===== src/rtl/vga_sync_gen.sv =====
// Raster timing generator: pixel position, VGA syncs, blanking qualifier and per-frame game tick.
// Define VGA_SYNC_PIXDIV_EN to advance the raster every second clk (50 MHz clock, 25 MHz pixel rate).
module vga_sync_gen #(
   parameter int unsigned H_VISIBLE = 640,
   parameter int unsigned H_FRONT   = 16,
   parameter int unsigned H_SYNC    = 96,
   parameter int unsigned H_BACK    = 48,
   parameter int unsigned V_VISIBLE = 480,
   parameter int unsigned V_FRONT   = 10,
   parameter int unsigned V_SYNC    = 2,
   parameter int unsigned V_BACK    = 33,
   parameter logic        SYNC_POL  = 1'b0
) (
   input  logic       clk,
   input  logic       reset,
   output logic [9:0] col,
   output logic [9:0] row,
   output logic       hsync,
   output logic       vsync,
   output logic       video_on,
   output logic       tick,
   output logic       pix_en
);

   localparam int unsigned H_TOTAL = H_VISIBLE + H_FRONT + H_SYNC + H_BACK;
   localparam int unsigned V_TOTAL = V_VISIBLE + V_FRONT + V_SYNC + V_BACK;

   localparam logic [9:0]  H_LAST   = 10'(H_TOTAL - 1);
   localparam logic [9:0]  V_LAST   = 10'(V_TOTAL - 1);
   localparam logic [9:0]  V_TICK   = 10'(V_VISIBLE);
   // Window bounds are 11 bits so an end value of 1024 still compares correctly.
   localparam logic [10:0] H_VIS_END = 11'(H_VISIBLE);
   localparam logic [10:0] V_VIS_END = 11'(V_VISIBLE);
   localparam logic [10:0] HS_START  = 11'(H_VISIBLE + H_FRONT);
   localparam logic [10:0] HS_END    = 11'(H_VISIBLE + H_FRONT + H_SYNC);
   localparam logic [10:0] VS_START  = 11'(V_VISIBLE + V_FRONT);
   localparam logic [10:0] VS_END    = 11'(V_VISIBLE + V_FRONT + V_SYNC);

   logic       adv;
   logic [9:0] col_nxt;
   logic [9:0] row_nxt;
   logic       hs_act;
   logic       vs_act;

`ifdef VGA_SYNC_PIXDIV_EN
   logic toggle;

   always_ff @(posedge clk) begin
      if (reset)
         toggle <= 1'b0;
      else
         toggle <= ~toggle;
   end

   assign adv    = toggle;
   assign pix_en = toggle;
`else
   assign adv    = 1'b1;
   assign pix_en = 1'b1;
`endif

   always_comb begin
      col_nxt = col;
      row_nxt = row;
      if (adv) begin
         if (col == H_LAST) begin
            col_nxt = 10'd0;
            row_nxt = (row == V_LAST) ? 10'd0 : row + 10'd1;
         end else begin
            col_nxt = col + 10'd1;
         end
      end
   end

   assign hs_act = ({1'b0, col_nxt} >= HS_START) && ({1'b0, col_nxt} < HS_END);
   assign vs_act = ({1'b0, row_nxt} >= VS_START) && ({1'b0, row_nxt} < VS_END);

   // Outputs are derived from the next-state position so they line up with row/col.
   always_ff @(posedge clk) begin
      if (reset) begin
         col      <= H_LAST;
         row      <= V_LAST;
         hsync    <= ~SYNC_POL;
         vsync    <= ~SYNC_POL;
         video_on <= 1'b0;
         tick     <= 1'b0;
      end else begin
         col      <= col_nxt;
         row      <= row_nxt;
         hsync    <= hs_act ? SYNC_POL : ~SYNC_POL;
         vsync    <= vs_act ? SYNC_POL : ~SYNC_POL;
         video_on <= ({1'b0, col_nxt} < H_VIS_END) && ({1'b0, row_nxt} < V_VIS_END);
         tick     <= adv && (col_nxt == 10'd0) && (row_nxt == V_TICK);
      end
   end

endmodule


===== config.mk =====
export PLATFORM = sky130hd
export DESIGN_NAME = vga_sync_gen
export DESIGN_NICKNAME = d
export VERILOG_FILES = /design/src/rtl/vga_sync_gen.sv
export SDC_FILE = /design/constraint.sdc
export NUM_CORES = 1
export LEC_CHECK = 0
export CAP_MARGIN = 30
export CORE_UTILIZATION = 27
export DETAILED_ROUTE_END_ITERATION = 8
export GPL_TIMING_DRIVEN = 1
export SYNTH_ARGS = -nofsm -noshare
export SYNTH_HDL_FRONTEND = slang
export SYNTH_SLANG_ARGS = --single-unit

===== constraint.sdc =====
create_clock -name clk -period 2.29 [get_ports clk]
set_input_delay 0.687 -clock clk [delete_from_list [all_inputs] [get_ports clk]]
set_output_delay 0.687 -clock clk [all_outputs]
set_load 0.005 [all_outputs]

=== Word level (Yosys, flattened, before mapping) ===
Cells that the tools add are included.

* Flip-flop bits (word level): 24
* Bits of input ports: 2
* Output and inout port bits: 25

* Add/subtract/negate cells: 2
* Order comparisons: 6
* Equal/unequal tests: 3
* Multiplexer cells: 5
* Reductions and logical operators: 5

{| class="wikitable"
|+ Operator list
! kind !! number
|-
| 10-bit 2-to-1 mux || 3
|-
| 10-bit by 1-bit adder with 10-bit output (second input constant) || 2
|-
| 10-bit == test (second input constant) || 2
|-
| 10-bit less-than comparator (second input constant) || 2
|-
| 10-bit by 9-bit less-than comparator with 1-bit output (second input constant) || 2
|-
| 10-bit by 9-bit == test with 1-bit output (second input constant) || 1
|-
| 10-bit greater-or-equal comparator (second input constant) || 1
|-
| 10-bit by 9-bit greater-or-equal comparator with 1-bit output (second input constant) || 1
|-
| 10-bit logical NOT || 1
|-
| 1-bit logical AND || 4
|-
| 1-bit 2-to-1 mux || 2
|}

=== Logic depth before layout (Yosys ltp) ===
* Word-level depth: 6
* Gate-level depth with buffers: 10

=== Worst setup path before layout ===
OpenSTA, ideal clock, no wires.

* Path type: reg2reg
* Start point: register row[0]
* End point: register video_on
* Library setup time: 0.125 ns
* Arrival: 2.166 ns
* Data required time: 2.165 ns
* Slack: -0.001 ns
* Cell stages (with the launch flop): 11
* Clock period less this slack: 2.291 ns
* Cells stage by stage: dfxtp_1 clkbuf_1 inv_1 ha_1 nor4bb_1 and3_1 buf_2 nand2b_1 or4_1 nand3b_1 nor3b_1

* Cells in the longest elaborated chain, start to end: 5
* Elaborated cells on any way between the ends: 6
* Classes of those cells: add/sub (1); order compare (1); eq/ne (1); mux (2); reduce/logical (1)

{| class="wikitable"
|+ Ends and longest elaborated chain
! what !! RTL line !! source
|-
| start: declaration || 17 || <nowiki>output logic [9:0] row,</nowiki>
|-
| start signal: assignment || 89 || <nowiki>row <= row_nxt;</nowiki>
|-
| 10-bit by 1-bit adder with 10-bit output / 10-bit == test (equally long branches) || 68 || <nowiki>row_nxt = (row == V_LAST) ? 10'd0 : row + 10'd1;</nowiki>
|-
| 10-bit 2-to-1 mux || 68 ||
|-
| 10-bit 2-to-1 mux * || 66 || <nowiki>if (col == H_LAST) begin</nowiki>
|-
| 10-bit by 9-bit less-than comparator with 1-bit output * || 92 || <nowiki>video_on <= ({1'b0, col_nxt} < H_VIS_END) && ({1'b0, row_nxt} < V_VIS_END);</nowiki>
|-
| 1-bit logical AND * || 92 ||
|-
| end signal: assignment || 92 ||
|-
| end: declaration || 20 || <nowiki>output logic video_on,</nowiki>
|}

Every way passes the cells marked *; elsewhere a longest branch is shown, timed or not.
A chain may end at the register's enable or synchronous reset.

=== Worst setup path after layout ===
* Start point: register col[0]
* End point: register vsync

* Cells in the longest elaborated chain, start to end: 5
* Elaborated cells on any way between the ends: 6
* Classes of those cells: order compare (2); eq/ne (1); mux (2); reduce/logical (1)

{| class="wikitable"
|+ Ends and longest elaborated chain
! what !! RTL line !! source
|-
| start: declaration || 16 || <nowiki>output logic [9:0] col,</nowiki>
|-
| start signal: assignment || 88 || <nowiki>col <= col_nxt;</nowiki>
|-
| 10-bit == test * || 66 ||
|-
| 10-bit 2-to-1 mux * || 66 ||
|-
| 10-bit by 9-bit greater-or-equal comparator with 1-bit output / 10-bit by 9-bit less-than comparator with 1-bit output (equally long branches) || 76 || <nowiki>assign vs_act = ({1'b0, row_nxt} >= VS_START) && ({1'b0, row_nxt} < VS_END);</nowiki>
|-
| 1-bit logical AND * || 76 ||
|-
| 1-bit 2-to-1 mux * || 91 || <nowiki>vsync <= vs_act ? SYNC_POL : ~SYNC_POL;</nowiki>
|-
| end signal: assignment || 84 || <nowiki>vsync <= ~SYNC_POL;</nowiki>
|-
| end signal: assignment || 91 ||
|-
| end: declaration || 19 || <nowiki>output logic vsync,</nowiki>
|}

Marks and branches as above.

==> out/qor.txt <==
Initial Util - 28.9%
outcome - complete, no violations
met1 Resource Use GR - 19.5%
first-pass GRT wire length - 6.56 mm
post-synthesis xor/xnor area fraction - 6.36%
pin count of the biggest net entering global routing - 14
core box area - 0.00524 sq mm
Die Span Y - 76.9 um
fin crit share - 93.6%
Syn Inst Count - 189
die footprint - 0.00591 sq mm
largest family of logic cells by synthesized area - simple AND/OR/NAND/NOR gates
DR iter-0 viols - 53
TritonCTS buffer count - 3
Most Crowded Layer GR - met2
max cap viols - 0
shortest period the worst path allows - 2140 ps
hold path cells - 2
Non-Filler Instances - 293
Synth Area in Simple Gates - 32.1%
VDD IR max - 426 uV
switching share of power - 40.4%
Leak - 0.729 nW
Post-CTS Hold Buffers - 0
Max Clock Skew - 2.01 ps
vias post-DR - 1463
share of the synthesized area in the top cell type - 31.7%
combinational power share - 61.0%
setup TNS - 0 ps
I/O Buffers - 25
crit path max fanout - 8
total of warnings raised by yosys - 0
Clock Latency Late Sink - 270 ps
Crit Reg-Reg Startpoint - col[0]
CTS tree - yes
Hold WS - 560 ps
Vias/cell - 4.99
reg-to-reg slack, setup - 150 ps
Pwr Density - 1150 mW/mm^2
syn_nets - 194
post-synthesis sequential area ratio - 31.7%
Placed Cells - 287
fin area - 0.00201 sq mm
Hold EP - col[1]
post-synthesis mux area share - 0%
# IOs - 27
antenna violations before repair - 0
Max Transition Viols Final - 0
Adder-Cell Fraction of Synth Area - 2.48%
unrepaired setup endpoints after global routing - false
startpoint types - register
layout cells sized above 1 - 17.5%
setup violators final - 0
vias in the first global route - 1367
min-delay src - col[1]
Hold Vio Cnt, Final - 0
drt total wl - 3.97 mm
H-tree Lvls - 1
drt wl/cell - 13.6 um
Final GP Congestion - 0.895
synthesis-stage register bit count - 24
DP HPWL - 2.94 mm
Critical Path AT - 2300 ps
synthesized area per cell - 8.01 sq um
die width - 76.9 um
Highest Clock Rate - 0.466 GHz
Yosys cell types - 49
worst r2r path cells - 6
# diodes - 0
Int Pwr - 1.37 mW
count leader, synth - dfxtp_1
GRT Util Overall - 13.8%
Final nets - 229
Synth Area in Compound Gates - 20.0%
CP Capture Type - register
grt total ovfl - 0
CP Data Required Time - 2450 ps
HP Class - reg2reg
Synth area leaders - dfxtp_1 32%, a21oi_1 4.3%, xnor2_1 4.0%, o21ai_0 4.0%, nor2_1 3.7%
Synth area leader - dfxtp_1
M2 GR Usage - 21.0%
antenna viol nets, final - 0
Reg power frac - 26.1%
clock power share - 12.9%
drc violations - 0
switching pwr - 932 uW
fill count - 529
# rows - 26
async set-reset flop share out of synthesis - 0%
Post-synth top cells - 24 x dfxtp_1, 15 x nor2_1, 14 x nand2_1
met3 Track Usage GR - 1.90%
number of synthesized flops with an enable pin - 0
Crit Path Class - reg2reg
ys flop type - dfxtp_1
Clock Sinks - 24
placed instance area - 0.00191 sq mm
Clock Tree Buf Depth - 2
Critical R2R Capture - vsync
Mapped Area - 0.00151 sq mm
Root Driver - clkbuf_8
drt pass-1 iters - 4
P&R area growth vs syn - 32.9%
Clock transition at path regs - 90 ps
[logic make-up (layout without fill, tap and decap cells)]
family,Yosys count,after routing
compound gates,47,47
buf+inv,21,55
flops,24,24
other cells,1,1
fa+ha+maj,3,3
simple gates,82,82
xor+xnor,11,11
[state kept, by name, indices dropped and copies added, names as in the netlist]
register	cells
row	10
col	10
hsync	1
vsync	1
tick	1
video_on	1
[routing by layer]
metal  wire length [um]  share of wire (%)
met1               2020                 51
met2               1730                 44
met3                178                4.5
met4                 42                1.1
met5                  0                  0
[power groups by stage]
stage                     Combinational, mW  Sequential, mW  Clock, mW
after detailed placement               1.33           0.606          0
after floorplan                       0.868           0.596          0
after global routing                   1.55           0.617      0.324
final                                  1.41           0.602      0.296
after CTS                              1.35           0.599      0.308
after global placement                 1.34           0.609          0
[critical path: stages, from the launching register on]
cell      delay, ps
dfxtp_1         340
ha_1            220
nand4_4         150
or4_4           510
nor4_4          320
o211ai_2        130
or3_1           350
[what timing repair did]
action | 4_1_cts | 5_1_grt
endpoints found under the setup margin | 1 | 3
pin swaps | 0 | 1
resized for setup | 1 | 5
buffers inserted | 0 | 2
[how the worst max path moves through the flow]
stage                       from        to  slack, ps  cells past startpoint
final                     col[0]     vsync        150                      6
after CTS                 col[0]     vsync         60                      8
after detailed placement  col[0]     vsync         30                      8
after floorplan           row[1]  video_on         30                     10
after global placement    col[0]     vsync        140                      8
after global routing      col[1]     vsync         20                      8
[per-stage QoR]
step | total power [mW] | setup slack, ps | util, %
6_report | 2.31 | 146 | 38.4
3_3_place_gp | 1.94 | 138 | 36.6
2_1_floorplan | 1.46 | 27.7 | -
4_1_cts | 2.25 | 59.5 | 37.7
3_5_place_dp | 1.94 | 33.4 | 36.6
5_1_grt | 2.49 | 18.5 | 38.4
[cells in the final DEF, fill, tap and decap left out, types with 6 or more instances in the layout]
cell and count:
clkdlybuf4s50_1 25, dfxtp_1 24, buf_4 22, nor2_1 15
nand2_1 14, a21oi_1 12, o21ai_0 11, nor3_1 8
nand3_1 7, xnor2_1 7, and3_1 6
[area by class of cell]
type	instances	area (sq um)	area share, %
multi-input cells	144	951	47.3
flip-flops and latches	24	480	23.9
inverters	3	11.3	0.560
well taps	70	87.6	4.35
clock buffers	4	55.1	2.74
repair buffers	48	427	21.2
No activity file was read; power rests on OpenSTA's default activity.
